### config.mk
export PLATFORM = sky130hd
export DESIGN_NAME = ps2_key_event_decoder_flat
export DESIGN_NICKNAME = d
export VERILOG_FILES = /design/src/rtl/ps2_key_event_decoder_if.sv /design/src/rtl/ps2_key_event_decoder.sv /design/src/flat_wrapper.sv
export SDC_FILE = /design/constraint.sdc
export NUM_CORES = 1
export LEC_CHECK = 0
export ABC_CLOCK_PERIOD_IN_PS = 10200
export BUFFER_PORTS_ARGS = -buffer_cell sky130_fd_sc_hd__clkbuf_2
export CORE_MARGIN = 1.5
export CORE_UTILIZATION = 30
export CTS_CLUSTER_DIAMETER = 30
export DETAILED_ROUTE_END_ITERATION = 8
export GPL_ROUTABILITY_DRIVEN = 0
export RECOVER_POWER = 50
export SLEW_MARGIN = 20
export SYNTH_ARGS = -nofsm -noshare
export SYNTH_HDL_FRONTEND = slang
export SYNTH_SLANG_ARGS = --single-unit
### constraint.sdc
create_clock -name clock -period 10.2 [get_ports clock]
set_input_delay 0 -clock clock [delete_from_list [all_inputs] [get_ports clock]]
set_output_delay 0 -clock clock [all_outputs]
set_load 0.005 [all_outputs]
### src/rtl/ps2_key_event_decoder_if.sv
// Bundles the scancode input, the event FIFO read side and the status outputs
// of the PS/2 key event decoder.
interface ps2_key_event_decoder_if #(
  parameter int DEPTH = 8
);
  localparam int CW = $clog2(DEPTH) + 1;

  logic          key_valid;
  logic [7:0]    key_data;
  logic          rd_en;
  logic          evt_valid;
  logic [9:0]    evt_data;
  logic [CW-1:0] evt_count;
  logic [3:0]    held;
  logic          overflow;

  // master feeds bytes and pops events; slave is the decoder
  modport master (
    output key_valid, key_data, rd_en,
    input  evt_valid, evt_data, evt_count, held, overflow
  );

  modport slave (
    input  key_valid, key_data, rd_en,
    output evt_valid, evt_data, evt_count, held, overflow
  );
endinterface

### src/rtl/ps2_key_event_decoder.sv
// Assembles PS/2 set-2 make/break sequences into key events, tracks held
// direction keys (arrows and WASD) and queues events in a FWFT FIFO.
module ps2_key_event_decoder #(
  parameter int DEPTH           = 8,
  parameter int TIMEOUT_CYCLES  = 2500000,
  parameter int SUPPRESS_REPEAT = 1
) (
  input  logic                 clock,
  input  logic                 reset,
  ps2_key_event_decoder_if.slave bus
);
  localparam int AW = $clog2(DEPTH);
  localparam int CW = AW + 1;
  localparam int TW = $clog2(TIMEOUT_CYCLES) + 1;

  typedef enum logic [1:0] {IDLE, EXT, BRK, EXT_BRK} state_t;

  state_t        state, next_state;
  logic [TW-1:0] timer;
  logic          emit;
  logic [9:0]    emit_data;

  logic [3:0]    arrow_held, wasd_held;
  logic          dir_hit;
  logic [1:0]    dir_idx;
  logic          suppress, push_req, do_push, do_pop;

  logic [9:0]    mem [DEPTH];
  logic [AW-1:0] wr_ptr, rd_ptr;
  logic [CW-1:0] count;
  logic          overflow_q;

  always_ff @(posedge clock) begin
    if (reset) state <= IDLE;
    else       state <= next_state;
  end

  // A pending prefix is abandoned after a quiet period; an arriving byte wins.
  always_ff @(posedge clock) begin
    if (reset || bus.key_valid || state == IDLE) timer <= '0;
    else                                         timer <= timer + TW'(1);
  end

  always_comb begin
    next_state = state;
    emit       = 1'b0;
    emit_data  = '0;
    if (bus.key_valid) begin
      case (state)
        IDLE: begin
          case (bus.key_data)
            8'hE0: next_state = EXT;
            8'hF0: next_state = BRK;
            8'hE1, 8'hAA, 8'hFA, 8'hEE, 8'hFC, 8'hFE, 8'h00, 8'hFF: next_state = IDLE;
            default: begin
              emit      = 1'b1;
              emit_data = {2'b00, bus.key_data};
            end
          endcase
        end
        EXT: begin
          case (bus.key_data)
            8'hF0:        next_state = EXT_BRK;
            8'hE0, 8'hE1: next_state = EXT;
            default: begin
              emit       = 1'b1;
              emit_data  = {2'b01, bus.key_data};
              next_state = IDLE;
            end
          endcase
        end
        BRK, EXT_BRK: begin
          next_state = IDLE;
          if (bus.key_data != 8'hE0 && bus.key_data != 8'hF0) begin
            emit      = 1'b1;
            emit_data = {1'b1, (state == EXT_BRK), bus.key_data};
          end
        end
        default: next_state = IDLE;
      endcase
    end else if (state != IDLE && timer == TW'(TIMEOUT_CYCLES - 1)) begin
      next_state = IDLE;
    end
  end

  always_comb begin
    dir_hit = 1'b1;
    dir_idx = 2'd0;
    case (emit_data[8:0])
      9'h175, 9'h01D: dir_idx = 2'd0;
      9'h16B, 9'h01C: dir_idx = 2'd1;
      9'h172, 9'h01B: dir_idx = 2'd2;
      9'h174, 9'h023: dir_idx = 2'd3;
      default:        dir_hit = 1'b0;
    endcase
  end

  // Typematic repeats of an already-held direction key are not queued.
  assign suppress = (SUPPRESS_REPEAT != 0) && dir_hit && !emit_data[9] &&
                    (emit_data[8] ? arrow_held[dir_idx] : wasd_held[dir_idx]);
  assign push_req = emit && !suppress;
  assign do_pop   = bus.rd_en && (count != '0);
  assign do_push  = push_req && ((count != CW'(DEPTH)) || do_pop);

  always_ff @(posedge clock) begin
    if (reset) begin
      arrow_held <= '0;
      wasd_held  <= '0;
    end else if (emit && dir_hit) begin
      if (emit_data[8]) arrow_held[dir_idx] <= !emit_data[9];
      else              wasd_held[dir_idx]  <= !emit_data[9];
    end
  end

  always_ff @(posedge clock) begin
    if (do_push) mem[wr_ptr] <= emit_data;
  end

  always_ff @(posedge clock) begin
    if (reset) begin
      wr_ptr     <= '0;
      rd_ptr     <= '0;
      count      <= '0;
      overflow_q <= 1'b0;
    end else begin
      if (do_push) wr_ptr <= wr_ptr + AW'(1);
      if (do_pop)  rd_ptr <= rd_ptr + AW'(1);
      case ({do_push, do_pop})
        2'b10:   count <= count + CW'(1);
        2'b01:   count <= count - CW'(1);
        default: count <= count;
      endcase
      if (push_req && !do_push) overflow_q <= 1'b1;
    end
  end

  assign bus.evt_valid = (count != '0);
  assign bus.evt_data  = (count != '0) ? mem[rd_ptr] : '0;
  assign bus.evt_count = count;
  assign bus.held      = arrow_held | wasd_held;
  assign bus.overflow  = overflow_q;
endmodule

### src/flat_wrapper.sv
// flat-port wrapper written by rule: the top's interface ports become plain ports
module ps2_key_event_decoder_flat 
#(
  parameter int DEPTH           = 8,
  parameter int TIMEOUT_CYCLES  = 2500000,
  parameter int SUPPRESS_REPEAT = 1
)
  (clock, reset, bus_key_valid, bus_key_data, bus_rd_en, bus_evt_valid, bus_evt_data, bus_evt_count, bus_held, bus_overflow);
  ps2_key_event_decoder_if #(.DEPTH(DEPTH)) bus_i ();
  input  logic clock;
  input  logic reset;
  input wire logic [$bits(bus_i.key_valid)-1:0] bus_key_valid;
  input wire logic [$bits(bus_i.key_data)-1:0] bus_key_data;
  input wire logic [$bits(bus_i.rd_en)-1:0] bus_rd_en;
  output wire logic [$bits(bus_i.evt_valid)-1:0] bus_evt_valid;
  output wire logic [$bits(bus_i.evt_data)-1:0] bus_evt_data;
  output wire logic [$bits(bus_i.evt_count)-1:0] bus_evt_count;
  output wire logic [$bits(bus_i.held)-1:0] bus_held;
  output wire logic [$bits(bus_i.overflow)-1:0] bus_overflow;
  assign bus_i.key_valid = bus_key_valid;
  assign bus_i.key_data = bus_key_data;
  assign bus_i.rd_en = bus_rd_en;
  assign bus_evt_valid = bus_i.evt_valid;
  assign bus_evt_data = bus_i.evt_data;
  assign bus_evt_count = bus_i.evt_count;
  assign bus_held = bus_i.held;
  assign bus_overflow = bus_i.overflow;
  ps2_key_event_decoder #(.DEPTH(DEPTH), .TIMEOUT_CYCLES(TIMEOUT_CYCLES), .SUPPRESS_REPEAT(SUPPRESS_REPEAT)) u_core (.clock(clock), .reset(reset), .bus(bus_i));
endmodule
* Word level (Yosys, flattened, before mapping)
Memory sizes are Yosys's and may differ from the RTL's. A register that Yosys moved wholly into a read port is not among the register bits.
Cells that the tools add are included.
** Storage, ports and cells
- Output and inout bits :: 20
- Memories :: 1
- Memory bits (writable) :: 80
- Input port bits :: 12
- Flip-flop bits (word level) :: 44
** Cells by class
- Reductions and logical operators :: 34
- Eq/ne operators :: 27
- Add/subtract/negate cells :: 5
- Mux-type cells :: 32
- Bitwise logic cells :: 2
- $lt $le $gt $ge :: 2
** Memory list
- u_core.mem :: depth 8, bits a word 10, read ports 1, clocked after memory_dff 1, wr ports 1, line ps2_key_event_decoder.sv:28 : logic [9:0] mem [DEPTH];
** Operators by type and width (count)
- 8-bit == test, second input constant :: 9
- 9-bit == test, second input constant :: 4
- 10-bit 2-to-1 mux :: 3
- 10-bit one-hot mux with 3 select lines :: 1
- 9-bit by 5-bit == test with 1-bit output, second input constant :: 3
- 23-bit by 1-bit adder with 23-bit output, second input constant :: 1
- 23-bit by 22-bit == test with 1-bit output, second input constant :: 1
- 2-bit one-hot mux with 3 select lines :: 3
- 8-bit != test, second input constant :: 2
- 8-bit OR reduction :: 2
- 1-bit 2-to-1 mux :: 11
- 1-bit logical AND :: 10
- 10-bit OR reduction :: 1
- 2-bit OR reduction :: 5
- 9-bit by 6-bit == test with 1-bit output, second input constant :: 1
- 9-bit 2-to-1 mux :: 1
- 4-bit bitwise mux :: 2
- 8-bit zero test :: 1
- 8-bit 2-to-1 mux :: 1
- 4-bit one-hot mux with 2 select lines :: 1
- 3-bit by 1-bit adder with 3-bit output, second input constant :: 2
- 2-bit == test, second input constant :: 3
- 3-bit 2-to-1 mux :: 2
- 2-bit AND reduction :: 3
- 20 further kinds :: 29

* Depth between registers and ports, before layout
Gate-level depths: netlist (run 1).
- Depth in word-level cells :: 17
- Depth in mapped cells :: 19
- Mapped depth without buffers :: 17

* Least setup slack after synthesis (run 1)
OpenSTA, ideal clock, no wires.
- Kind :: register -> register
- From :: register u_core.state[0]
- To :: memory u_core.mem[1][0], enable pin
- Slack :: 6723 ps
- Path buffers :: 0
- Arrival time :: 3070 ps
- Stages on the path, launching flop included :: 9
- Period minus slack after synthesis :: 3477 ps
- Library setup time :: 407 ps
- Cells stage by stage :: dfxtp_1 > nand4b_1 > or4_1 > a221oi_1 > nor3_1 > a32o_1 > a21oi_2 > nand2_2 > nor4b_1
** On the way
- Cells in the longest elaborated chain, start to end :: 16
- Elaborated cells between the ends (all ways) :: 37
- Classes of those cells :: eq/ne (11); mux (14); reduce/logical (12)
** RTL lines
- start, declared :: line ps2_key_event_decoder.sv:18 : state_t state, next_state;
- start signal, assigned :: line ps2_key_event_decoder.sv:35 : else state <= next_state;
- 2-bit == test, on equally long branches :: line ps2_key_event_decoder.sv:49, ps2_key_event_decoder.sv:76
- 2-bit OR reduction / 10-bit 2-to-1 mux (equally long branches) :: line ps2_key_event_decoder.sv:49, ps2_key_event_decoder.sv:74
- 10-bit one-hot mux with 3 select lines :: line ps2_key_event_decoder.sv:49 : case (state)
- 10-bit 2-to-1 mux :: line ps2_key_event_decoder.sv:48 : if (bus.key_valid) begin
- 9-bit == test (tied with other cells) :: line ps2_key_event_decoder.sv:89 : case (emit_data[8:0])
- 2-bit OR reduction :: line ps2_key_event_decoder.sv:89
- 2-bit one-hot mux with 3 select lines :: line ps2_key_event_decoder.sv:89
- 1-bit binary-select mux with 2-bit select :: line ps2_key_event_decoder.sv:100 : (emit_data[8] ? arrow_held[dir_idx] : wasd_held[dir_idx]);
- 1-bit 2-to-1 mux (not written as such) :: line ps2_key_event_decoder.sv:100
- 1-bit 2-to-1 mux :: line ps2_key_event_decoder.sv:100
- 1-bit logical AND :: line ps2_key_event_decoder.sv:99 : assign suppress = (SUPPRESS_REPEAT != 0) && dir_hit && !emit_data[9] &&
- 1-bit zero test :: line ps2_key_event_decoder.sv:101 : assign push_req = emit && !suppress;
- 1-bit logical AND * :: line ps2_key_event_decoder.sv:101
- 1-bit logical AND * :: line ps2_key_event_decoder.sv:103 : assign do_push = push_req && ((count != CW'(DEPTH)) || do_pop);
- 1-bit 2-to-1 mux * :: line ps2_key_event_decoder.sv:116 : if (do_push) mem[wr_ptr] <= emit_data;
- 1-bit 2-to-1 mux (not written as such) * :: line ps2_key_event_decoder.sv:116
- end, declared :: line ps2_key_event_decoder.sv:28
Every way passes the cells marked *; elsewhere a longest branch is shown, timed or not. The select of a mux whose other input is x is not followed.

* Worst setup path in the final report (run 1)
- From :: register u_core.state[0]
- To :: register u_core.count[3], in the netlist u_core.bus.evt_count[3]
** On the way
- Cells in the longest elaborated chain, start to end :: 16
- Elaborated cells between the ends (all ways) :: 39
- Classes of those cells :: eq/ne (13); mux (13); reduce/logical (13)
** RTL lines
- 2-bit == test, on equally long branches :: line ps2_key_event_decoder.sv:49, ps2_key_event_decoder.sv:76
- 2-bit OR reduction / 10-bit 2-to-1 mux (equally long branches) :: line ps2_key_event_decoder.sv:49, ps2_key_event_decoder.sv:74
- 10-bit one-hot mux with 3 select lines :: line ps2_key_event_decoder.sv:49
- 10-bit 2-to-1 mux :: line ps2_key_event_decoder.sv:48
- 9-bit == test (tied with other cells) :: line ps2_key_event_decoder.sv:89
- 2-bit OR reduction :: line ps2_key_event_decoder.sv:89
- 2-bit one-hot mux with 3 select lines :: line ps2_key_event_decoder.sv:89
- 1-bit binary-select mux with 2-bit select :: line ps2_key_event_decoder.sv:100
- 1-bit 2-to-1 mux (not written as such) :: line ps2_key_event_decoder.sv:100
- 1-bit 2-to-1 mux :: line ps2_key_event_decoder.sv:100
- 1-bit logical AND :: line ps2_key_event_decoder.sv:99
- 1-bit zero test :: line ps2_key_event_decoder.sv:101
- 1-bit logical AND * :: line ps2_key_event_decoder.sv:101
- 1-bit logical AND * :: line ps2_key_event_decoder.sv:103
- 2-bit by 1-bit == test with 1-bit output / 2-bit == test (equally long branches) :: line ps2_key_event_decoder.sv:128 : case ({do_push, do_pop})
- 4-bit one-hot mux with 2 select lines / 2-bit nonzero test (equally long branches)
- end signal, assigned :: line ps2_key_event_decoder.sv:129 : 2'b10: count <= count + CW'(1);
- end signal, assigned :: line ps2_key_event_decoder.sv:130 : 2'b01: count <= count - CW'(1);
- end signal, assigned :: line ps2_key_event_decoder.sv:131 : default: count <= count;
- end, declared :: line ps2_key_event_decoder.sv:30 : logic [CW-1:0] count;
Marked as above.
A chain may end at the register's enable or synchronous reset.

==> key figures, run 1 <==
Floorplan
  • Die area: 20100 µm²
  • Die Wd: 142 µm
  • Top-level I/O count: 32
  • Num rows: 50
  • Placeable core region: 18800 µm²
  • Initial core utilization: 0.307
  • Die height: 142 µm

STA
  • Fmax: 242 MHz
  • Fin crit share: 0.405
  • Clock skew: 0.00646 ns
  • Final setup fails: 0
  • Relative slew margins: 0.0211
  • Setup TNS: 0 ns
  • Final Hold Fails: 0
  • Measured slew at the worst slew-check pin: 1.46 ns
  • Max-slew violation count: 0
  • Min cycle time layout: 4.13 ns
  • RSZ-0062 raised after global routing: no

Synth
  • Post-Syn Area: 5760 µm²
  • Synth cell types: 63
  • Post-synthesis sequential area ratio: 0.580
  • Yosys warns: 0
  • Cells after Synth: 465
  • Average cell area after synthesis: 12.4 µm²
  • Post-synth top area share: 0.417
  • Synthesized net count: 483
  • #FFs+latches synth: 127
  • Main flop type after synthesis: edfxtp_1
  • Largest area contributor in the netlist: edfxtp_1
  • Async S/R FF share, synth: 0
  • Ranking of synthesized cells by area: edfxtp_1, dfxtp_1, mux4_2
  • Post-synth EDFFs: 80

CTS
  • Postcts setup bufs: 0
  • Clock Latency Late Sink: 0.41 ns
  • Clock sink count: 127
  • TritonCTS clock tree: done
  • Max Root-Sink Buffers: 2
  • Clock transition at path regs: 0.06 ns
  • CTS Hold Bufs: 1
  • Cts repair resizes: 0
  • CTS root buf: clkbuf_16
  • CTS H-tree depth: 4
  • Num CTS Buffers: 17

Placed design
  • Port bufs: 31
  • Hpwl dp: 8460 µm

Critical path
  • CP max stage delay: 1.16 ns
  • Critical-path cell list: nor2_1 > nor2b_1 > a21oi_1 > a21boi_0 > o21a_1 > nand2_1 > nand2_1 > inv_2 > ha_1 > a21o_1 > a21o_1 > nor3b_2 > or3_1 > a21oi_1
  • Startpoint types: register
  • Worst path required time: 10.54 ns
  • Slowest cell on the critical path: a21boi_0
  • Worst reg2reg setup slack: 6.07 ns
  • Crit path arrival time: 4.47 ns
  • Critical path class: reg2reg
  • CP Capture Type: register
  • Crit-path max FO: 16

Flow run
  • Max Cap Violations: 0

Cells and area
  • Fill cells: 1827
  • Area delta synth->final: 16.9%
  • Share of layout cells above drive strength 1: 0.185
  • Layout Nets: 514
  • Area of the multi-input gates: 2330 µm²
  • Reg area: 3340 µm²
  • N_diodes: 0
  • Layout Utilization: 0.359

Route
  • DRC: 0
  • Vias per inst: 5.06
  • Initial DRC count: 296
  • Vias: 3757
  • Wire per inst: 16.7 µm
  • ANT nets after route: 0
  • WL final: 12400 µm
  • Pre-antenna DRT Iters: 5

Power
  • Worst VDD drop: 0.116 mV
  • Power per cell area: 205 nW/µm²
  • Leak pwr: 2.25 nW

Hold path
  • HP Class: in2reg

Outcome
  • Status: finished, final reports clean

GRT
  • First-pass GRT wire length: 20500 µm
  • Initial antenna violation count: 0
  • Vias in the first global route: 3893
  • Final global-route overflow total: 0
  • GR Util All Layers: 0.134
  • Largest net degree at the start of global routing: 25
cell usage after synthesis (2+ instances only):
cell / instances
or2_2: 5
a211oi_1: 3
nand4_1: 8
or4_1: 2
o21ai_1: 2
nor4b_1: 3
and4b_1: 2
nor4b_2: 2
nand4b_1: 2
nor3_1: 9
or3_1: 3
nor3b_2: 3
edfxtp_1: 80
nor4_1: 5
buf_4: 3
and3b_1: 2
ha_1: 5
a221oi_1: 2
o21ai_0: 5
and4_1: 2
xor2_1: 18
nand3_1: 22
a21o_1: 3
inv_2: 2
nor2b_1: 6
and3_1: 6
nand2b_1: 5
mux4_2: 20
a32oi_1: 3
a31oi_1: 3
and2_1: 13
clkbuf_1: 15
a211o_1: 2
nor3b_1: 6
inv_1: 10
mux2i_1: 13
xnor2_1: 9
buf_2: 3
nand2_1: 24
dfxtp_1: 47
a21oi_1: 12
nor2_1: 54
per-stage QoR:
step           hold slack (ns)  instance area [µm²]  worst slack, ns  cells  total power, W
2_1_floorplan           0.0721                 5760             6.72    465        0.000764
3_3_place_gp             0.369                 6190             6.62    710        0.000838
3_5_place_dp             0.385                 6190             6.52    710        0.000846
4_1_cts                 0.0205                 6750             6.50    743         0.00140
5_1_grt                  0.106                 6740             5.76    743         0.00145
6_report                0.0563                 6740             6.07    743         0.00138
cells in the final DEF, fill, tap and decap left out, drive strengths merged, types with 7 or more instances in the layout:
cell / n
clkbuf: 49
nand2: 25
nand3: 22
nor3b: 9
xnor2: 9
dfxtp: 47
o21ai: 7
xor2: 18
mux2i: 13
mux4: 20
nand4: 8
nor2: 55
clkinv: 8
and2: 13
nor3: 9
inv: 14
edfxtp: 80
a21oi: 13
worst max-delay path, delay by kind of cell (launching register included):
family / cells / cell delay (ns)
flops: 1 / 0.38
fa+ha+maj: 1 / 0.28
simple gates: 6 / 1.05
buf+inv: 1 / 0.09
compound gates: 6 / 2.27
state kept, by name, summed over array words and instances (netlist names), named ones only:
register / count
u_core.mem: 80
u_core.arrow_held: 4
u_core.rd_ptr: 3
u_core.timer: 23
u_core.state: 2
u_core.bus.overflow: 1
u_core.bus.evt_count: 4
u_core.wasd_held: 4
u_core.wr_ptr: 3
final cells by class:
type                    count  area share
multi-input cells         303       0.346
well taps                 234      0.0434
repair buffers             35      0.0260
clock buffers              18      0.0637
inverters                  12     0.00668
clock inverters            14      0.0176
flip-flops and latches    127       0.496
report_power, final:
part	internal, W	switching [W]
combinational	0.000110	0.000124
sequential	0.000569	0.0000217
clock	0.000334	0.000223
cell families after synthesis:
family | Yosys count | synth area share
simple gates | 189 | 0.180
flops | 127 | 0.580
compound gates | 48 | 0.0575
buf+inv | 35 | 0.0267
mux | 33 | 0.101
xor+xnor | 27 | 0.0410
fa+ha+maj | 6 | 0.0143
path summary, 6_finish.rpt:
kind | from | end | depth (start not counted)
max | u_core.state[0] | u_core.bus.evt_count[3] | 14
min | bus_key_data[4] | u_core.state[1] | 3
max reg2reg | u_core.state[0] | u_core.bus.evt_count[3] | 14
min reg2reg | u_core.timer[0] | u_core.timer[0] | 1
layer usage:
metal,share of wire,global-route usage,vias to the layer above,wire length (µm)
met5,0,0,-,0
met2,0.52,0.235,88,6380
met1,0.43,0.154,1853,5300
met3,0.040,0.0422,16,501
met4,0.016,0.0450,0,194
li1,-,-,1800,-
Power figures use the tool's default switching activity.
==> run 2, diff against run 1 <==
Settings changed: ABC_AREA from default to 1, ABC_CLOCK_PERIOD_IN_PS 10200 to 4300.
Clock period 10.2 ns to 4.3 ns, I/O delays scaled along.
==> run 2 against run 1 <==
Against the previous run: clock skew is 0.0089 ns higher; global-route usage is 0.61 points higher; sequential share of layout area is 0.79 points lower; area after synthesis is 0.72% higher; clock-buffer cell count is 1 lower; final area is 1.6% higher; power grew to 2.6 times the previous value; combinational power grew to 3.2 times the previous value; die area is 0.70% higher; clock power grew to 2.6 times the previous value; sequential power is 140% higher; non-clock buffer count is 7 higher; largest power group unchanged; highest routed layer unchanged.
==> key figures, run 2 <==
STA
  • Clock skew: 0.0154 ns (+0.00891 ns)
  • Final setup fails: 0 (unchanged)
  • Fmax: 276 MHz (+14%)
  • RSZ-0062 raised after global routing: no
  • Relative slew margins: 0.337 (+0.316)
  • Max-slew violation count: 0 (unchanged)
  • Min cycle time layout: 3.62 ns (-0.516 ns)
  • Measured slew at the worst slew-check pin: 0.988 ns (-0.467 ns)
  • Final Hold Fails: 0 (unchanged)
  • Setup TNS: 0 ns (unchanged)
  • Fin crit share: 0.841 (+0.436)
  • Final worst slack: 0.683 ns (-5.38 ns)

CTS
  • TritonCTS clock tree: done
  • Clock Latency Late Sink: 0.42 ns (about the same)
  • Clock sink count: 127 (unchanged)
  • Clock transition at path regs: 0.06 ns (about the same)
  • CTS H-tree depth: 4 (unchanged)
  • Postcts setup bufs: 0 (unchanged)
  • CTS root buf: clkbuf_16
  • Max Root-Sink Buffers: 2 (unchanged)
  • Num CTS Buffers: 17 (unchanged)

Synth
  • Top-count cell post-synth: nor2_1
  • Async S/R FF share, synth: 0 (unchanged)
  • Post-synthesis mux area share: 0 (-0.101)
  • Average cell area after synthesis: 9.07 µm² (-27%)
  • Post-synthesis compound-gate area fraction: 0.125 (+0.0675)
  • Top cells by count, synth: nor2_1, edfxtp_1, nand2_1
  • Post-synth EDFFs: 80 (unchanged)
  • Largest area contributor in the netlist: edfxtp_1
  • Largest family of logic cells by synthesized area: simple AND/OR/NAND/NOR gates
  • Synth Area in Adders: 0.0142 (-0.000102)
  • Synth cell types: 36 (-43%)
  • Post-Syn Area: 5800 µm² (+0.72%)
  • #FFs+latches synth: 127 (unchanged)
  • Simple-Gate Fraction of Synth Area: 0.222 (+0.0423)
  • Cells after Synth: 640 (+38%)
  • Ranking of synthesized cells by area: edfxtp_1, dfxtp_1, nor2_1
  • Post-synth top area share: 0.414 (-0.00297)
  • Post-Synth XOR/XNOR Area: 0.00151 (-0.0395)
  • Yosys warns: 0 (unchanged)
  • Synthesized net count: 658 (+36%)
  • Post-synthesis sequential area ratio: 0.576 (-0.00413)
  • Main flop type after synthesis: edfxtp_1

Floorplan
  • Initial core utilization: 0.308 (+0.00117)
  • Die Wd: 142 µm (+0.35%)
  • Num rows: 50 (unchanged)
  • Die height: 142 µm (+0.35%)
  • Placeable core region: 18800 µm² (+0.33%)
  • Die area: 20200 µm² (+0.70%)
  • Top-level I/O count: 32 (unchanged)

Hold path
  • Beginning of the worst hold path: bus_rd_en
  • HP Class: in2reg

Cells and area
  • Area delta synth->final: 18.0%
  • N_diodes: 0 (unchanged)
  • Commonest non-fill, non-tap cell in the layout: nor2_1
  • Share of layout cells above drive strength 1: 0.132 (-0.0525)
  • Max reg flops: 80 (unchanged)
  • Layout Nets: 701 (+36%)
  • Biggest regs: u_core.mem x80, u_core.timer x23
  • Commonest non-fill, non-tap cells in the layout: nor2_1, edfxtp_1, nand2_1, inv_1, o21ai_0
  • Largest Register: u_core.mem
  • Fill cells: 1915 (+4.8%)

Power
  • Power per cell area: 524 nW/µm² (+160%)
  • Worst VDD drop: 0.292 mV (+150%)
  • Leak pwr: 2.50 nW (+11%)

Route
  • WL final: 13000 µm (+5.0%)
  • DRC: 0 (unchanged)
  • Initial DRC count: 283 (-4.4%)
  • Wire per inst: 13.6 µm (-18%)
  • Vias: 4400 (+17%)
  • Vias per inst: 4.60 (-9.0%)
  • ANT nets after route: 0 (unchanged)
  • Pre-antenna DRT Iters: 4 (-1)

GRT
  • Vias in the first global route: 4275 (+9.8%)
  • Final global-route overflow total: 0 (unchanged)
  • Initial antenna violation count: 0 (unchanged)
  • Largest net degree at the start of global routing: 41 (+64%)
  • First-pass GRT wire length: 21700 µm (+6.2%)
  • GR Util All Layers: 0.140 (+0.00606)

Critical path
  • Worst path required time: 4.62 ns (-5.92 ns)
  • Crit path arrival time: 3.93 ns (-0.54 ns)
  • Critical path class: reg2reg
  • Reg-to-Reg Start: u_core.state[1]
  • Crit-path max FO: 15 (-1)
  • CP Capture Type: register
  • CP startpoint: u_core.state[1]
  • Startpoint types: register

Outcome
  • Status: finished, final reports clean

Flow run
  • Max Cap Violations: 0 (unchanged)

Placed design
  • Pre-CTS setup slack: 0.860 ns (-5.66 ns)
  • Port bufs: 31 (unchanged)
  • Hpwl dp: 8660 µm (+2.3%)
## run 2: path summary, 6_finish.rpt
kind                              to  slack [ns]  cells past startpoint
max reg2reg  u_core.bus.evt_count[3]        0.68                     26
min reg2reg          u_core.timer[0]        0.45                      1
min                 u_core.rd_ptr[0]        0.04                      4
max          u_core.bus.evt_count[3]        0.68                     26
## run 2: final cells by class
type	count	area, µm²	area share
clock buffers	17	425	0.0621
multi-input cells	418	2070	0.303
clock inverters	15	161	0.0236
well taps	260	325	0.0475
inverters	77	289	0.0422
flip-flops and latches	127	3340	0.488
repair buffers	42	231	0.0338
## run 2: critical path, stage by stage (launching register included)
cell and delay, ns:
dfxtp_1 0.37, nand2_1 0.11, nand2_1 0.09, nand3_1 0.26, inv_1 0.56, nand2_1 0.12
inv_1 0.08, nand3_1 0.13, nand2_2 0.14, nand2_1 0.06, nand2_1 0.06, inv_1 0.04
nand3_1 0.07, nand2_1 0.08, nand3_4 0.11, nand2_2 0.07, nand2_2 0.14, inv_1 0.08
ha_1 0.32, nand2_1 0.08, nand2_1 0.05, a31oi_1 0.17, inv_1 0.06, nand2_1 0.08
nand3_1 0.08, nand2_1 0.06, nor2_1 0.04
## run 2: stage by stage
step | std cells | hold WS, ns | util | total power, W | instance area, µm²
after floorplan | 640 | 0.164 | - | 0.00192 | 5800
after global placement | 921 | 0.364 | 0.333 | 0.00219 | 6280
after detailed placement | 921 | 0.374 | 0.333 | 0.00219 | 6280
after CTS | 956 | 0.0198 | 0.366 | 0.00362 | 6890
after global routing | 956 | 0.0826 | 0.364 | 0.00380 | 6850
final | 956 | 0.0417 | 0.364 | 0.00359 | 6850
## run 2: kinds of logic after synthesis
family / count (synthesis)
and+or+nand+nor: 277
adders and majority gates: 6
buffers and inverters: 95
xor gates and xnor gates: 1
DFF: 127
AOI/OAI and AO/OA: 134
## run 2: layer usage
layer  GRT usage  wire (µm)  up-vias
met5           0          0        -
met4      0.0440        124        0
met3      0.0431        532       14
met2       0.208       5650       68
met1       0.194       6690     2045
li1            -          -     2273
## run 2: report_power, final
group	switching, W	internal (W)
Sequential	0.0000628	0.00136
Combinational	0.000486	0.000257
Clock	0.000564	0.000860
Total	0.00111	0.00247
## run 2: repair_timing
action | CTS | global route
gates resized for setup | 0 | 0
hold endpoints to repair | 8 | 0
hold buffers | 3 | 0
==> run 3, diff against run 2 <==
Settings changed: ABC_CLOCK_PERIOD_IN_PS 4300 to 3000.
Clock period 4.3 ns to 3 ns, I/O delays scaled along.
==> run 3 against run 2 <==
Against the previous run: wire length up 0.92%; die area unchanged; clock-buffer cell count is 3 higher; worst setup slack got worse by 0.53 ns; core utilization is 2.4 points higher; global-route usage down 0.64 points; highest routed layer unchanged; flip-flop and latch count unchanged; sequential share of layout area is 2.9 points lower; final area increased by 6.5%; maximum frequency increased by 27%; worst hold slack gained 0.016 ns; via count increased by 3.8%.
==> key figures, run 3 (synthesized netlist as in run 2, its figures left out) <==
STA
  • Fmax: 351 MHz (+27%)
  • Fin crit share: 0.950 (+0.109)
  • Measured slew at the worst slew-check pin: 0.865 ns (-0.124 ns)
  • RSZ-0062 raised after global routing: yes
  • Clock skew: 0.00843 ns (-0.00694 ns)
  • Final setup fails: 0 (unchanged)
  • Relative slew margins: 0.423 (+0.0859)
  • Min cycle time layout: 2.85 ns (-0.766 ns)
  • Max-slew violation count: 0 (unchanged)
  • Final Hold Fails: 0 (unchanged)
  • Setup TNS: 0 ns (unchanged)

Route
  • Vias per inst: 4.62 (+0.29%)
  • Vias: 4565 (+3.8%)
  • Pre-antenna DRT Iters: 6 (+2)
  • Wire per inst: 13.3 µm (-2.5%)
  • ANT nets after route: 0 (unchanged)
  • WL final: 13100 µm (+0.92%)
  • DRC: 0 (unchanged)
  • Initial DRC count: 266 (-6.0%)

GRT
  • GR Util All Layers: 0.133 (-0.00636)
  • Initial antenna violation count: 0 (unchanged)
  • Vias in the first global route: 4096 (-4.2%)
  • First-pass GRT wire length: 20600 µm (-5.1%)
  • Final global-route overflow total: 0 (unchanged)
  • Largest net degree at the start of global routing: 41 (unchanged)

CTS
  • CTS root buf: clkbuf_16
  • Num CTS Buffers: 17 (unchanged)
  • Max Root-Sink Buffers: 2 (unchanged)
  • TritonCTS clock tree: done
  • Clock sink count: 127 (unchanged)
  • CTS H-tree depth: 4 (unchanged)
  • Clock transition at path regs: 0.05 ns (about the same)
  • Clock Latency Late Sink: 0.42 ns (about the same)

Power
  • Worst VDD drop: 0.421 mV (+44%)
  • Power per cell area: 700 nW/µm² (+34%)
  • Leak pwr: 2.70 nW (+8.2%)

Floorplan
  • Die height: 142 µm (unchanged)
  • Die Wd: 142 µm (unchanged)
  • Placeable core region: 18800 µm² (unchanged)
  • Top-level I/O count: 32 (unchanged)
  • Num rows: 50 (unchanged)
  • Die area: 20200 µm² (unchanged)
  • Initial core utilization: 0.308 (unchanged)

Outcome
  • Status: finished, final reports clean

Hold path
  • HP Class: in2reg

Flow run
  • Max Cap Violations: 0 (unchanged)

Critical path
  • Crit-path max FO: 8 (-7)
  • Crit path arrival time: 3.16 ns (-0.77 ns)
  • Critical path class: reg2reg
  • Startpoint types: register
  • Worst path required time: 3.31 ns (-1.31 ns)
  • CP max stage delay: 0.36 ns (-0.20 ns)
  • Buf+Inv Stages, Crit Path: 4 (-1)
  • CP Capture Type: register
  • Delay-heaviest family, CP: simple AND/OR/NAND/NOR gates
  • Slowest cell on the critical path: dfxtp_4

Cells and area
  • Biggest regs: u_core.mem x80, u_core.timer x23
  • Layout Nets: 734 (+4.7%)
  • N_diodes: 0 (unchanged)
  • Area delta synth->final: 25.7%
  • Commonest non-fill, non-tap cell in the layout: nor2_1
  • Commonest non-fill, non-tap cells in the layout: nor2_1, edfxtp_1, nand2_1, o21ai_0, inv_1
  • Share of layout cells above drive strength 1: 0.209 (+0.0763)
  • Largest Register: u_core.mem
  • Layout Utilization: 0.387 (+0.0238)
  • Max reg flops: 80 (unchanged)

Placed design
  • Hpwl dp: 8530 µm (-1.4%)
  • Port bufs: 31 (unchanged)
-- run 3: cell count changes in the layout (fill, tap and decap cells not counted), moves of 4 or more --
cell     previous run  this run
nand3_1            29        18
nor2_4              0         4
nor2_2              1         5
buf_4               6        40
inv_1              71        67
nand2_4             2         8
nor2_1            126       118
nand3_2             4        14
-- run 3: path summary, 6_finish.rpt --
path | cells past startpoint | slack (ns) | to | start
setup / recovery | 26 | 0.15 | u_core.bus.evt_count[3] | u_core.state[1]
hold reg to reg | 1 | 0.46 | u_core.timer[0] | u_core.timer[0]
hold / removal | 4 | 0.06 | u_core.rd_ptr[0] | bus_rd_en
setup reg to reg | 26 | 0.15 | u_core.bus.evt_count[3] | u_core.state[1]
-- run 3: repair_timing --
action	in CTS	in global routing
buffers inserted	0	7
hold buffers	3	0
pin swaps	0	18
setup endpoints to repair	1	55
hold endpoints to repair	8	0
gates resized for setup	1	42
-- run 3: area by class of cell --
type	count	area [µm²]
flip-flops and latches	127	3350
clock inverters	12	119
well taps	260	325
multi-input cells	418	2280
clock buffers	20	437
repair buffers	75	489
inverters	77	299
fillers	1855	11500
-- run 3: tightest hold or removal path, delay by kind of cell --
family,cells,cell delay [ns]
buf+inv,2,0.15
compound gates,1,0.16
simple gates,1,0.13
-- run 3: metrics by stage --
step	worst slack, ns	area [µm²]	total power, W	std cells	hold WS (ns)
floorplan	0.0874	5810	0.00275	640	0.164
CTS	0.00829	7070	0.00513	982	0.0228
global placement	-0.0778	6470	0.00317	947	0.355
detailed placement	-0.0752	6470	0.00318	947	0.361
global route	-0.0899	7300	0.00538	989	0.0820
finish	0.149	7300	0.00511	989	0.0575
-- run 3: layer usage --
metal  up-vias  track usage  part of all wire
li1       2340            -                 -
met1      2102        0.183              0.49
met2       108        0.199              0.45
met3        15       0.0357             0.052
met4         0       0.0537             0.012
met5         -            0                 0
-- run 3: power breakdown --
part | leakage [nW] | internal [W] | switching [W]
registers | 1.12 | 0.00195 | 0.0000544
clock network | 0.257 | 0.00121 | 0.000722
logic | 1.33 | 0.000418 | 0.000759
total | 2.70 | 0.00357 | 0.00154
